<file path="config.mk">
export PLATFORM = sky130hd
export DESIGN_NAME = i2s_rx_drain
export DESIGN_NICKNAME = d
export VERILOG_FILES = /design/src/rtl/pio_pkg.sv /design/src/rtl/sync_fifo.sv /design/src/rtl/i2s_rx_drain.sv
export SDC_FILE = /design/constraint.sdc
export NUM_CORES = 1
export LEC_CHECK = 0
export ABC_CLOCK_PERIOD_IN_PS = 2200
export BUFFER_PORTS_ARGS = -buffer_cell sky130_fd_sc_hd__buf_4
export CORE_MARGIN = 10
export CORE_UTILIZATION = 55
export CTS_CLUSTER_SIZE = 40
export DETAILED_ROUTE_END_ITERATION = 8
export HOLD_SLACK_MARGIN = 0.03
export PLACE_DENSITY_LB_ADDON = 0.05
export RECOVER_POWER = 25
export SYNTH_ARGS = -nofsm -noshare
export SYNTH_HDL_FRONTEND = slang
export SYNTH_SLANG_ARGS = --single-unit
</file>
<file path="constraint.sdc">
create_clock -name clk -period 2.2 [get_ports clk]
set_input_delay 0.22 -clock clk [delete_from_list [all_inputs] [get_ports clk]]
set_output_delay 0.22 -clock clk [all_outputs]
set_load 0.02 [all_outputs]
</file>
<file path="src/rtl/pio_pkg.sv">
// PIO action codes and the stereo byte-order swap shared by the I2S transmit and receive paths.
package pio_pkg;

  localparam logic [5:0] PIO_NONE = 6'd0;
  localparam logic [5:0] PIO_PUSH = 6'd4;
  localparam logic [5:0] PIO_PULL = 6'd5;

  typedef enum logic [1:0] {
    ST_IDLE    = 2'd0,
    ST_PULL    = 2'd1,
    ST_CAPTURE = 2'd2
  } rx_state_e;

  // Swaps the two bytes inside each 16-bit channel; applying it twice is the identity.
  function automatic logic [31:0] byte_swap(input logic [31:0] w);
    return {w[23:16], w[31:24], w[7:0], w[15:8]};
  endfunction

endpackage

</file>
<file path="src/rtl/sync_fifo.sv">
// Single-clock first-word-fall-through FIFO; DEPTH must be a power of two so pointers wrap naturally.
module sync_fifo #(
  parameter int unsigned WIDTH = 32,
  parameter int unsigned DEPTH = 4
) (
  input  logic                     clk,
  input  logic                     reset,
  input  logic                     wr_en,
  input  logic [WIDTH-1:0]         wr_data,
  input  logic                     rd_en,
  output logic [WIDTH-1:0]         rd_data,
  output logic                     valid,
  output logic [$clog2(DEPTH):0]   level
);

  localparam int AW = $clog2(DEPTH);
  localparam int LW = AW + 1;

  logic [WIDTH-1:0] mem [DEPTH];
  logic [AW-1:0]    wr_ptr;
  logic [AW-1:0]    rd_ptr;
  logic             pop;

  assign valid   = (level != '0);
  assign pop     = rd_en && valid;
  assign rd_data = valid ? mem[rd_ptr] : '0;

  always_ff @(posedge clk) begin
    if (wr_en) mem[wr_ptr] <= wr_data;
  end

  always_ff @(posedge clk) begin
    if (reset) begin
      wr_ptr <= '0;
      rd_ptr <= '0;
      level  <= '0;
    end else begin
      if (wr_en) wr_ptr <= wr_ptr + AW'(1);
      if (pop)   rd_ptr <= rd_ptr + AW'(1);
      case ({wr_en, pop})
        2'b10:   level <= level + LW'(1);
        2'b01:   level <= level - LW'(1);
        default: level <= level;
      endcase
    end
  end

endmodule

</file>
<file path="src/rtl/i2s_rx_drain.sv">
// Drains one PIO RX FIFO into a local FWFT buffer, restoring stereo byte order.
// Define I2S_RX_STATS_EN to add the word_count / stall_count statistics outputs.
//
// state      | meaning
// IDLE       | waiting for data, enable and buffer room
// PULL       | PULL action issued to the PIO this cycle
// CAPTURE    | PIO read data valid, written into the buffer
module i2s_rx_drain
  import pio_pkg::*;
#(
  parameter int unsigned SM_INDEX    = 0,
  parameter logic [5:0]  PULL_ACTION = PIO_PULL,
  parameter int unsigned FIFO_DEPTH  = 4
) (
  input  logic                          clk,
  input  logic                          reset,
  input  logic                          enable,
  input  logic [3:0]                    rx_empty,
  input  logic [31:0]                   dout,
  output logic [5:0]                    action,
  output logic [1:0]                    mindex,
  output logic [31:0]                   sample,
  output logic                          sample_valid,
  input  logic                          sample_ready,
  output logic [$clog2(FIFO_DEPTH):0]   level
`ifdef I2S_RX_STATS_EN
  ,
  output logic [31:0]                   word_count,
  output logic [15:0]                   stall_count
`endif
);

  localparam int LW = $clog2(FIFO_DEPTH) + 1;
  localparam logic [1:0]    SM_SEL  = 2'(SM_INDEX);
  localparam logic [LW-1:0] DEPTH_L = LW'(FIFO_DEPTH);

  rx_state_e     state, state_next;
  logic          fifo_wr;
  logic [LW-1:0] occupancy;
  logic          room;
  logic          can_pull;
  logic          unused_rx_empty;

  // Only the selected machine's flag matters; the others are intentionally ignored.
  assign unused_rx_empty = ^rx_empty;

  assign mindex    = SM_SEL;
  assign occupancy = level + LW'(state != ST_IDLE);
  assign room      = (occupancy < DEPTH_L);
  assign can_pull  = enable && !rx_empty[SM_SEL] && room;

  always_ff @(posedge clk) begin
    if (reset) state <= ST_IDLE;
    else       state <= state_next;
  end

  always_comb begin
    state_next = state;
    action     = PIO_NONE;
    fifo_wr    = 1'b0;
    case (state)
      ST_IDLE: begin
        if (can_pull) state_next = ST_PULL;
      end
      ST_PULL: begin
        action     = PULL_ACTION;
        state_next = ST_CAPTURE;
      end
      ST_CAPTURE: begin
        fifo_wr    = 1'b1;
        state_next = can_pull ? ST_PULL : ST_IDLE;
      end
      default: state_next = ST_IDLE;
    endcase
  end

  sync_fifo #(
    .WIDTH (32),
    .DEPTH (FIFO_DEPTH)
  ) u_buf (
    .clk     (clk),
    .reset   (reset),
    .wr_en   (fifo_wr),
    .wr_data (byte_swap(dout)),
    .rd_en   (sample_ready),
    .rd_data (sample),
    .valid   (sample_valid),
    .level   (level)
  );

`ifdef I2S_RX_STATS_EN
  logic stall;

  // A stall is a decision cycle where data is waiting but the buffer has no room.
  assign stall = enable && !rx_empty[SM_SEL] && !room && (state != ST_PULL);

  always_ff @(posedge clk) begin
    if (reset) begin
      word_count  <= '0;
      stall_count <= '0;
    end else begin
      if (fifo_wr) word_count <= word_count + 32'd1;
      if (stall && (stall_count != 16'hFFFF)) stall_count <= stall_count + 16'd1;
    end
  end
`endif

endmodule

</file>
==> summary.txt <==
===============================================================================
Result of the run ................................................ finished, final reports clean
Crit-path slowest cell ........................................... sky130_fd_sc_hd__mux4_2
Largest fanout of any net on the critical path ...................           18
Maximum vdd ir drop ..............................................     0.792 mV
Number of antenna repair diodes ..................................            0
CTS clk-pin slew, worst paths ....................................        60 ps
Iter 0 DRT Violations ............................................          139
Final worst-path cycle share .....................................        0.971
Effective utilization at floorplan ...............................        0.562
Required time reported for the critical path endpoint ............      1980 ps
Setup_tns ........................................................         0 ps
Dpl hpwl .........................................................      6290 um
Synthesis Warnings ...............................................            0
Worst Hold Path Cells ............................................            4
Routed WL per cell ...............................................      18.4 um
Util after Layout ................................................        0.737
Post-synth EDFFs .................................................          128
Worst reg-to-reg setup slack .....................................       200 ps
Netlist area before placement ....................................    5440 um^2
Count of antenna-violating nets left after detailed routing ......            0
Final number of max-transition violations ........................            0
Launch point of the worst reg-to-reg path ........................ u_buf.level[0]$_SDFFE_PP0P_
Setup repair after global routing missed its margin ..............         true
Placer's final routability congestion estimate ...................        0.700
Global-route wire length before repair ...........................    16,200 um
FF-to-FF path depth ..............................................            8
Post-synthesis cell type with the largest combined area .......... sky130_fd_sc_hd__edfxtp_1
Total of flip-flops plus latches after synthesis .................          139
Sequence of cells on the critical path ........................... buf_12 > mux4_2 > nor2b_1 > buf_4
Clock Latency Late Sink ..........................................       510 ps
Ratio of cells with drive above 1 in the final layout ............        0.333
CTS tree .........................................................         done
Initial antenna violation count ..................................            0
Synthesis-to-layout area growth ..................................        31.1%
Port bufs ........................................................           74
Path category of the worst min-delay check ....................... primary input to flip-flop
Number of buffers between clock root and the deepest sink ........            2
Filler instances .................................................          620
Area share of the largest cell type after synthesis ..............        0.707
CTS buffer count .................................................           17
Total number of vias .............................................        2,793
Min cycle time layout ............................................      2140 ps
Clock Root Buffer ................................................ sky130_fd_sc_hd__clkbuf_8
Max-cap check violation count ....................................            0
Die extent in x ..................................................       119 um
Reg-to-reg critical path endpoint ................................ u_buf.level[2]$_SDFFE_PP0P_
Die height .......................................................       119 um
Final net count ..................................................          447
Path type of the worst setup path ................................ flip-flop to primary output
Launch instance of the worst min-delay path ...................... sample_ready
Area post-placement ..............................................    6190 um^2
Final worst clock skew ...........................................      4.31 ps
Worst slack on hold paths ........................................      98.8 ps
Max Freq .........................................................    0.468 GHz
Share of the yosys chip area belonging to registers ..............        0.747
CORE AREA ........................................................    9680 um^2
CTS sink count ...................................................          139
Remaining routing DRC violations .................................            0
1st-pass router iterations .......................................            4
Maximum number of pins on one net before global-route repair .....           23
Count of pins on the block boundary ..............................           84
Top cells by area, synth ......................................... sky130_fd_sc_hd__edfxtp_1 (71%), sky130_fd_sc_hd__mux4_2 (13%), sky130_fd_sc_hd__dfxtp_1 (4.0%), sky130_fd_sc_hd__nor2b_1 (4.0%), sky130_fd_sc_hd__ha_1 (1.1%)
Total power divided by cell area .................................  927 nW/um^2
Dominant synthesized flop cell ................................... sky130_fd_sc_hd__edfxtp_1
Post-Layout Inst Area ............................................    7130 um^2
Via count of the first global-routing pass .......................        3,046
Routed via count divided by cell count ...........................         5.11
Mean post-synth cell area ........................................    20.1 um^2
Cell leakage power ...............................................      2.48 nW
Sum of overflow across all layers after global routing ...........            0
FFs w/ async S/R, synth ..........................................            0
Cell variety after synth .........................................           26
Worst EP arrival .................................................      1920 ps
Gate count after technology mapping ..............................          271
Number of endpoints with negative hold slack in the final report .            0
Number of endpoints failing setup at the final stage .............            0
GR Util All Layers ...............................................        0.148
Std-Cell Rows ....................................................           36
Nature of the critical path startpoint ...........................    flip-flop
Category of the worst setup path capture point ................... primary output
Area of the die ..................................................  14,300 um^2
Maximum single-stage delay on the critical path ..................       510 ps
Routed wire length ...............................................    10,100 um
Max H-tree Level .................................................            4
===============================================================================
through the flow:
step           power, mW  instances  setup WS, ps
2_1_floorplan       3.34        276           244
3_3_place_gp        3.58        479           262
3_5_place_dp        3.59        479           217
4_1_cts             6.69        547          10.4
5_1_grt             6.84        547         -24.4
6_report            6.61        547          64.1
critical path, delay by kind of cell (launching register included):
family,cells,cell delay [ps]
buffers and inverters,2,350
multiplexers,1,510
flip-flops,1,370
AND/OR/NAND/NOR,1,160
power by group:
part	internal (mW)	switching [mW]	leakage, nW	total (mW)
sequential	2.91	0.0171	1.24	2.93
combinational	0.315	0.326	0.920	0.641
clock	2.05	0.997	0.315	3.04
how the worst max path moves through the flow:
stage	depth (start not counted)	start	to
floorplan	8	u_buf.level[0]$_SDFFE_PP0P_	u_buf.level[2]$_SDFFE_PP0P_
detailed placement	8	u_buf.level[0]$_SDFFE_PP0P_	u_buf.level[2]$_SDFFE_PP0P_
global route	4	flip-flop	sample[21]
CTS	4	flip-flop	sample[9]
global placement	8	u_buf.level[0]$_SDFFE_PP0P_	u_buf.level[2]$_SDFFE_PP0P_
finish	4	flip-flop	sample[21]
sequential cells by signal (all words and copies together) (netlist names), named ones only:
name          flops
u_buf.wr_ptr      2
u_buf.rd_ptr      2
u_buf.mem       128
state             2
u_buf.level       3
routing by layer:
layer  vias up  share of wire  GRT usage
li1       1301              -          -
met1      1408           0.42      0.174
met2        68           0.51      0.244
met3        16          0.055     0.0538
met4         0          0.015     0.0566
met5         -              0          0
cell families after synthesis:
kind of cell | after synthesis | synth area share
buffers and inverters | 28 | 0.0310
other | 1 | 0.000689
xor gates and xnor gates | 5 | 0.00805
DFF | 139 | 0.747
muxes | 33 | 0.134
AOI/OAI and AO/OA | 6 | 0.00598
adders and majority gates | 6 | 0.0152
and+or+nand+nor | 53 | 0.0577
synthesized netlist by cell type (2+ instances only):
master and instances:
sky130_fd_sc_hd__dfxtp_1 11, sky130_fd_sc_hd__nor2b_1 35, sky130_fd_sc_hd__xnor2_1 2, sky130_fd_sc_hd__buf_2 3
sky130_fd_sc_hd__edfxtp_1 128, sky130_fd_sc_hd__buf_6 4, sky130_fd_sc_hd__inv_1 8, sky130_fd_sc_hd__clkbuf_1 5
sky130_fd_sc_hd__and2_1 4, sky130_fd_sc_hd__mux4_2 32, sky130_fd_sc_hd__xor2_1 3, sky130_fd_sc_hd__or3_1 2
sky130_fd_sc_hd__ha_1 5, sky130_fd_sc_hd__o21ai_0 2, sky130_fd_sc_hd__a21oi_1 3, sky130_fd_sc_hd__nor2_1 7
sky130_fd_sc_hd__buf_4 8
repair_timing:
| item | 4_1_cts | 5_1_grt |
|---|---|---|
| gates cloned | 0 | 0 |
| resized for setup | 4 | 0 |
| setup buffers | 0 | 0 |
| endpoints found under the setup margin | 14 | 10 |
| hold buffers | 36 | 0 |
| endpoints found under the hold margin | 139 | 0 |
final cells by class:
class                   instances  area [um^2]  area share
repair buffers                126          990       0.139
clock inverters                15          228      0.0319
clock buffers                  17          414      0.0580
flip-flops and latches        139         4070       0.570
multi-input cells             109         1240       0.173
inverters                       8         30.0     0.00421
well taps                     133          166      0.0233
cells in the final DEF, fill, tap and decap left out, drive strengths merged, types with 2 or more instances in the layout:
| master | synthesis | layout |
|---|---|---|
| clkbuf | 5 | 36 |
| ha | 5 | 5 |
| o21ai | 2 | 2 |
| bufinv | 0 | 6 |
| xor2 | 3 | 3 |
| edfxtp | 128 | 128 |
| and2 | 4 | 4 |
| nor2 | 7 | 7 |
| nor2b | 35 | 35 |
| buf | 15 | 71 |
| dfxtp | 11 | 11 |
| dlygate4sd3 | 0 | 36 |
| mux4 | 32 | 32 |
| a21oi | 3 | 3 |
| conb | 1 | 6 |
| clkinv | 0 | 9 |
| or3 | 2 | 2 |
| xnor2 | 2 | 2 |
| inv | 8 | 8 |
Power figures use the tool's default switching activity.
